File: src/rtl/pipelined_cska.sv
`timescale 1ns/1ps
// pipelined_cska
//   Pipelined carry-skip adder/subtractor with valid/ready flow control.
//   Each of the STAGES register stages resolves a contiguous slice of
//   BLOCK-bit carry-skip blocks. Results stream out at one per cycle.
//
// Parameters
//   WIDTH   operand/result width, multiple of BLOCK*STAGES
//   BLOCK   bits per ripple block / skip group
//   STAGES  pipeline register stages, divides WIDTH/BLOCK
//
// Ports
//   clk, rst_n            clock (rising edge), async active-low reset
//   in_valid / in_ready   operand handshake (in1, in2, cin, sub)
//   out_valid / out_ready result handshake (sum, cout, ovf)
//   sub=0: sum = in1 + in2 + cin
//   sub=1: sum = in1 - in2 - cin   (cout=1 means no borrow)
//   ovf: signed overflow (carry into MSB xor carry out of MSB)
module pipelined_cska #(
   parameter int unsigned WIDTH  = 32,
   parameter int unsigned BLOCK  = 4,
   parameter int unsigned STAGES = 2
) (
   input  logic             clk,
   input  logic             rst_n,
   input  logic             in_valid,
   output logic             in_ready,
   input  logic [WIDTH-1:0] in1,
   input  logic [WIDTH-1:0] in2,
   input  logic             cin,
   input  logic             sub,
   output logic             out_valid,
   input  logic             out_ready,
   output logic [WIDTH-1:0] sum,
   output logic             cout,
   output logic             ovf
);

   localparam int unsigned NB = WIDTH / (BLOCK * STAGES); // blocks per stage
   localparam int unsigned SL = NB * BLOCK;               // bits per stage
   localparam int unsigned IW = (WIDTH > 1) ? $clog2(WIDTH) : 1;

   // Per-stage registers: resolved sum bits, operands, carry into the next
   // slice, carry into the MSB, valid.
   logic [WIDTH-1:0] a_q  [STAGES];
   logic [WIDTH-1:0] b_q  [STAGES];
   logic [WIDTH-1:0] s_q  [STAGES];
   logic             c_q  [STAGES];
   logic             cm_q [STAGES];
   logic             v_q  [STAGES];
   logic             rdy  [STAGES+1];

   // Holds in_ready low while reset is asserted and for the edge that
   // follows its release, so acceptance starts on a clean clock boundary.
   logic en_q;

   always_ff @(posedge clk or negedge rst_n) begin
      if (!rst_n) en_q <= 1'b0;
      else        en_q <= 1'b1;
   end

   assign rdy[STAGES] = out_ready;
   assign in_ready    = rdy[0] & en_q;

   for (genvar k = 0; k < STAGES; k++) begin : g_stage
      logic [WIDTH-1:0] a_in, b_in, s_in, s_d;
      logic             c_in, cm_in, v_in, c_d, cm_d;
      logic             bc, all_p, p, c_run;
      logic [IW-1:0]    bi;

      assign rdy[k] = !v_q[k] || rdy[k+1];

      if (k == 0) begin : g_head
         assign a_in  = in1;
         assign b_in  = sub ? ~in2 : in2;
         assign c_in  = cin ^ sub;
         assign s_in  = '0;
         assign cm_in = 1'b0;
         assign v_in  = in_valid & en_q;
      end else begin : g_body
         assign a_in  = a_q[k-1];
         assign b_in  = b_q[k-1];
         assign c_in  = c_q[k-1];
         assign s_in  = s_q[k-1];
         assign cm_in = cm_q[k-1];
         assign v_in  = v_q[k-1];
      end

      // Ripple inside each block; a block whose bits all propagate passes
      // its carry-in straight through instead of waiting for the ripple.
      always_comb begin
         s_d   = s_in;
         cm_d  = cm_in;
         c_run = c_in;
         bc    = 1'b0;
         all_p = 1'b0;
         p     = 1'b0;
         bi    = '0;
         for (int unsigned blk = 0; blk < NB; blk++) begin
            bc    = c_run;
            all_p = 1'b1;
            for (int unsigned i = 0; i < BLOCK; i++) begin
               bi       = IW'(k * SL + blk * BLOCK + i);
               p        = a_in[bi] ^ b_in[bi];
               all_p    = all_p & p;
               s_d[bi]  = p ^ bc;
               if (k == STAGES - 1 && blk == NB - 1 && i == BLOCK - 1)
                  cm_d = bc;
               bc       = (a_in[bi] & b_in[bi]) | (p & bc);
            end
            c_run = all_p ? c_run : bc;
         end
         c_d = c_run;
      end

      always_ff @(posedge clk or negedge rst_n) begin
         if (!rst_n) begin
            a_q[k]  <= '0;
            b_q[k]  <= '0;
            s_q[k]  <= '0;
            c_q[k]  <= 1'b0;
            cm_q[k] <= 1'b0;
            v_q[k]  <= 1'b0;
         end else if (rdy[k]) begin
            v_q[k] <= v_in;
            if (v_in) begin
               a_q[k]  <= a_in;
               b_q[k]  <= b_in;
               s_q[k]  <= s_d;
               c_q[k]  <= c_d;
               cm_q[k] <= cm_d;
            end
         end
      end
   end

   assign out_valid = v_q[STAGES-1];
   assign sum       = s_q[STAGES-1];
   assign cout      = c_q[STAGES-1];
   assign ovf       = cm_q[STAGES-1] ^ c_q[STAGES-1];

endmodule

File: config.mk
export PLATFORM = sky130hd
export DESIGN_NAME = pipelined_cska
export DESIGN_NICKNAME = d
export VERILOG_FILES = /design/src/rtl/pipelined_cska.sv
export SDC_FILE = /design/constraint.sdc
export NUM_CORES = 1
export LEC_CHECK = 0
export BUFFER_PORTS_ARGS = -buffer_cell sky130_fd_sc_hd__buf_2
export CAP_MARGIN = 20
export CORE_UTILIZATION = 55
export CTS_CLUSTER_DIAMETER = 30
export CTS_CLUSTER_SIZE = 30
export DETAILED_ROUTE_END_ITERATION = 7
export PLACE_DENSITY_LB_ADDON = 0.15
export SYNTH_ARGS = -nofsm -noshare
export SYNTH_HDL_FRONTEND = slang
export SYNTH_SLANG_ARGS = --single-unit
File: constraint.sdc
create_clock -name clk -period 22.1 [get_ports clk]
set_clock_uncertainty 0.1 [all_clocks]
set_input_delay 2.21 -clock clk [delete_from_list [all_inputs] [get_ports clk]]
set_output_delay 2.21 -clock clk [all_outputs]
set_load 0.02 [all_outputs]
Word level (Yosys, flattened, before mapping):

Index checks and enable logic that the tools add are counted.

* multiplexer cells: 9
* reduce and logical (&&, ||, !) cells: 6
* bitwise operators: 189

Operator list (count)
* bitwise AND 1 bit: 90
* XOR 1 bit: 66
* 2-to-1 mux 32 bit: 1
* NOT 32 bit: 1
* OR 1 bit: 32
* 2-to-1 mux 1 bit: 8
* AND reduction 2 bit: 2
* logical NOT 1 bit: 2
* logical OR 1 bit: 2

* register bits after elaboration: 118
* logic and storage cells: 214
* input bits: 70
* output and inout port bits: 36

Logic depth before layout (Yosys ltp):

* word-level depth: 39
* gate-level depth with buffers: 29
* gate-level depth less buffers: 27

Least setup slack after synthesis:

OpenSTA, ideal clock, no wires.

* path type: in2reg
* from: in sub
* to: reg s_q, in the netlist g_stage[1].s_in[15]
* data arrival time: 10290 ps
* setup slack: 11582 ps
* setup time: 128 ps
* required time: 21872 ps
* stages: 28
* buffers on the path: 2
* cell sequence: buf_4 > buf_2 > xor2_1 > inv_1 > fa_1 > fa_1 > fa_1 > fa_1 > mux2i_4 > inv_1 > fa_1 > fa_1 > fa_1 > fa_1 > nand2_1 > o21ai_1 > fa_1 > fa_1 > fa_1 > fa_1 > nand2_1 > o221ai_2 > fa_1 > fa_1 > fa_1 > inv_1 > fa_1 > mux2_1

* word-level cells in the longest chain between the ends: 36

RTL lines
* start, declared: RTL line 31 `input logic sub,`
* 2-to-1 mux 32 bit: RTL line 75 `assign b_in = sub ? ~in2 : in2;`
* XOR 1 bit: RTL line 104 `p = a_in[bi] ^ b_in[bi];`
* bitwise AND 1 bit: RTL line 109 `bc = (a_in[bi] & b_in[bi]) | (p & bc);`
* OR 1 bit: RTL line 109
* bitwise AND 1 bit: RTL line 109
* OR 1 bit: RTL line 109
* bitwise AND 1 bit: RTL line 109
* OR 1 bit: RTL line 109
* [... 21 more ...]
* bitwise AND 1 bit: RTL line 109
* OR 1 bit: RTL line 109
* bitwise AND 1 bit: RTL line 109
* OR 1 bit: RTL line 109
* bitwise AND 1 bit: RTL line 109
* OR 1 bit: RTL line 109
* XOR 1 bit *: RTL line 106 `s_d[bi] = p ^ bc;`
* named net g_stage[0].s_d[15]: RTL line 66 `logic [WIDTH-1:0] a_in, b_in, s_in, s_d;`
* end signal, assigned by index: RTL line 120 `s_q[k] <= '0;`
* end signal, assigned by index: RTL line 129 `s_q[k] <= s_d;`
* end, declared: RTL line 47 `logic [WIDTH-1:0] s_q [STAGES];`

Mark *: on every way through the listed nets, which the timed path passes. The rest lies on a longest branch.
A chain may end at the register's enable or synchronous reset.

Final worst setup path:

Ends and elaborated chain as after synthesis.

==> flow_summary.toml <==
[synthesis]
synth.top_cells.by_count = "86 x sky130_fd_sc_hd__dfrtp_1, 47 x sky130_fd_sc_hd__mux2_1, 41 x sky130_fd_sc_hd__inv_1"
synth-seq-cells = 86
synth.largest_area_cell = "sky130_fd_sc_hd__dfrtp_1"
netlist-cell-type-count = 28
synth.net_count = 526
synth_top_cell_area_share = 0.448
avgSynthCellArea_sq_um = 12.3
share_of_the_yosys_chip_area_belonging_to_registers = 0.448
ys_top_cells_by_area = "sky130_fd_sc_hd__dfrtp_1 45%, sky130_fd_sc_hd__fa_1 13%, sky130_fd_sc_hd__mux2_1 11%"
synth_most_common_cell = "sky130_fd_sc_hd__dfrtp_1"
synth_edf_count = 0
post_synth_instance_area_sq_um = 4800
synthCells = 392
asyncSetResetFlopFracSynth = 1.00
yosys_warnings = 0
dominantRegCellSynth = "sky130_fd_sc_hd__dfrtp_1"

[timing]
min_period_ns = 10.97
rsz0062_at_grt = "no"
report.final.hold_viol_count = 0
slew_headroom = 0.355
setup_tns_ns = 0
layout_worst_path_cycle_share = 0.497
maxSlewViolCount = 0
finalSetupViolCount = 0
maximum_frequency_from_static_timing_analysis_mhz = 91.1
worstMarginPinSlew_ns = 0.967

[pwr]
p_leak_uw = 0.00283
combinationalPowerShare = 0.358
clk_network_pwr_share = 0.202
netSwitchingPower_uw = 195
p_seq_frac = 0.440
power.total_uw = 536
internal-power_uw = 341
power_density_nw_per_um2 = 95.7
peak_supply_drop_mv = 0.0354
swShare = 0.364

[floorplanning]
num_io_pins = 106
design.die.area_sq_um = 9110
initial_core_util = 0.576
core_area_sq_um = 8340
die_h_microns = 95.5
floorplan.rows = 33
die_x_microns = 95.5

[clock_tree]
clk_transition_reported_paths_ns = 0.08
post-cts-setup-buffers = 0
tritoncts = "built"
cts_resized = 0
insertion_delay_ns = 0.35
clock_tree.htree_level_count = 3
postCtsHoldBufs = 0
clock_sinks = 86
max-clock-path-buffers = 2
tritoncts.num_buffers = 9
cts_root_buf = "sky130_fd_sc_hd__clkbuf_8"

[worst_setup_path]
critical_path_most_common_cell = "sky130_fd_sc_hd__fa_1"
slowest_stage = "sky130_fd_sc_hd__buf_2"
critPathMaxStageDelay_ns = 0.72
critPathCaptureType = "register"
start_kind = "primary input"
crit_arrival_ns = 11.10
path_class = "in -> reg"
worst_path_dominant_cell_family = "adder cells"
crit_path_max_fanout = 33
critical_path.n_buffers_inverters = 4
worst_ep_required_time_ns = 22.23

[place]
port_buffer_count = 105
gp_congestion = 0.741
post-dp-hpwl_microns = 6300

[final_layout]
multi_input_area_sq_um = 2410
seqCellArea_sq_um = 2150
post-route-util = 0.671
number_of_nets_in_the_final_layout = 628
final.fill_count = 670
num_antenna_cells = 0
layout-drive-gt1-share = 0.257
syn2layout_area_growth_pct = 16.6

[drt]
avgViaCountPerCell = 5.04
residual_drc = 0
drtAntennaViolNets = 0
drt_pre_antenna_iters = 4
detailed_route_wire_length_per_cell_microns = 14.5
total_routed_length_microns = 8760
detail_route.iter0.violations = 50
dr_total_vias = 3038

[grt]
wire_length_of_the_first_global_routing_pass_microns = 14300
grt_antenna_before_repair = 0
global_route.overflow_total = 0
gr-usage-all-layers = 0.211
pin_count_of_the_biggest_net_entering_global_routing = 87
first_global_vias = 3076

[min_path]
hp_class = "reg -> reg"

[flow_run]
cap_viol_max_count = 0

[outcome]
outcome = "finished, final reports clean"
## layer usage
metal | vias to the layer above | share of wire | GRT usage
met5 | - | 0 | 0
met4 | 0 | 0.016 | 0.0896
met3 | 10 | 0.056 | 0.0455
met2 | 81 | 0.50 | 0.364
met1 | 1487 | 0.43 | 0.255
li1 | 1460 | - | -
## flip-flops by register name, summed over array words and instances (netlist names)
| register | cells |
|---|---|
| cm_q | 1 |
| cout | 1 |
| en_q | 1 |
| g_stage.a_in | 16 |
| g_stage.b_in | 16 |
| g_stage.c_in | 1 |
| g_stage.s_in | 16 |
| g_stage.v_in | 1 |
| out_valid | 1 |
| sum | 32 |
## worst reg2reg max path: stages, from the launching register on
cell	delay [ns]
sky130_fd_sc_hd__dfrtp_1	0.40
sky130_fd_sc_hd__inv_1	0.15
sky130_fd_sc_hd__fa_1	0.19
sky130_fd_sc_hd__inv_1	0.05
sky130_fd_sc_hd__fa_1	0.39
sky130_fd_sc_hd__fa_1	0.40
sky130_fd_sc_hd__fa_1	0.36
sky130_fd_sc_hd__mux2_2	0.32
sky130_fd_sc_hd__fa_1	0.43
sky130_fd_sc_hd__fa_1	0.42
sky130_fd_sc_hd__fa_1	0.39
sky130_fd_sc_hd__fa_1	0.37
sky130_fd_sc_hd__inv_1	0.09
sky130_fd_sc_hd__a21oi_1	0.08
sky130_fd_sc_hd__fa_1	0.40
sky130_fd_sc_hd__fa_1	0.40
sky130_fd_sc_hd__fa_1	0.40
sky130_fd_sc_hd__fa_1	0.42
sky130_fd_sc_hd__nand2_1	0.12
sky130_fd_sc_hd__nand2_1	0.07
sky130_fd_sc_hd__fa_1	0.40
sky130_fd_sc_hd__fa_1	0.39
sky130_fd_sc_hd__inv_1	0.10
sky130_fd_sc_hd__fa_1	0.20
sky130_fd_sc_hd__inv_1	0.06
sky130_fd_sc_hd__fa_1	0.43
sky130_fd_sc_hd__mux2_1	0.28
## cells by family after synthesis
group / share of synthesized area
DFF: 0.448
adders and majority gates: 0.217
and+or+nand+nor: 0.0549
buffers and inverters: 0.0508
muxes: 0.117
AOI/OAI and AO/OA: 0.0482
xor gates and xnor gates: 0.0635
other: 0.000781
## per-stage QoR
stage | hold slack [ns] | setup WS [ns] | cells | area, sq um
after global placement | 0.359 | 10.92 | 587 | 5380
after floorplan | 0.348 | 11.58 | 392 | 4800
final | 0.379 | 11.13 | 603 | 5600
after CTS | 0.386 | 11.05 | 602 | 5570
after detailed placement | 0.368 | 10.68 | 587 | 5380
after global routing | 0.396 | 10.66 | 603 | 5600
## area by class of cell
class	instances	area share
Tap cell	105	0.0235
Timing Repair Buffer	107	0.101
Sequential cell	86	0.384
Clock buffer	11	0.0252
Clock inverter	4	0.00849
Multi-Input combinational cell	249	0.431
Inverter	41	0.0275
## cell usage in the layout (no fill, tap or decap)
cell type                    count
sky130_fd_sc_hd__o221ai_2        1
sky130_fd_sc_hd__xor2_1         19
sky130_fd_sc_hd__mux2_1         47
sky130_fd_sc_hd__buf_16          1
sky130_fd_sc_hd__clkbuf_1        1
sky130_fd_sc_hd__clkinvlp_4      1
sky130_fd_sc_hd__or2_0           1
sky130_fd_sc_hd__nor2_1          3
sky130_fd_sc_hd__a211o_1         1
sky130_fd_sc_hd__buf_4           2
sky130_fd_sc_hd__dfrtp_1        86
sky130_fd_sc_hd__clkbuf_8       10
sky130_fd_sc_hd__nand4_1         9
sky130_fd_sc_hd__a22oi_2         1
sky130_fd_sc_hd__buf_2         104
sky130_fd_sc_hd__nand3b_1        1
sky130_fd_sc_hd__nand2_1        38
sky130_fd_sc_hd__and2_1          1
sky130_fd_sc_hd__a21oi_1         5
sky130_fd_sc_hd__ha_1           32
sky130_fd_sc_hd__conb_1          1
sky130_fd_sc_hd__xnor2_2         1
sky130_fd_sc_hd__inv_1          41
sky130_fd_sc_hd__nand2_2         2
sky130_fd_sc_hd__mux2_2          1
sky130_fd_sc_hd__o21ai_1        34
sky130_fd_sc_hd__nand2b_1        2
sky130_fd_sc_hd__clkinv_2        2
sky130_fd_sc_hd__bufinv_16       1
sky130_fd_sc_hd__mux2i_4         1
sky130_fd_sc_hd__or2_1           1
sky130_fd_sc_hd__nand3_1         1
sky130_fd_sc_hd__fa_1           32
sky130_fd_sc_hd__xnor2_1        14
## final timing paths
path / from / endpoint / slack [ns] / cells after the start
worst max-delay path: sub / g_stage[1].s_in[15] / 11.13 / 27
worst min-delay path: g_stage[1].s_in[3] / sum[3] / 0.38 / 1
worst max register to register: g_stage[1].c_in / sum[31] / 14.20 / 26
worst min register to register: g_stage[1].s_in[3] / sum[3] / 0.38 / 1
max in group asynchronous: rst_n / g_stage[1].b_in[28] / 19.68 / 2
min in group asynchronous: rst_n / g_stage[1].a_in[22] / 1.62 / 1
## power groups by stage
stage | Combinational, uW | Clock [uW] | Sequential (uW)
floorplan | 88.6 | 0 | 272
global placement | 186 | 0 | 237
detailed placement | 193 | 0 | 240
CTS | 195 | 111 | 237
global route | 216 | 117 | 244
finish | 192 | 108 | 236
No activity file was read; power rests on OpenSTA's default activity.
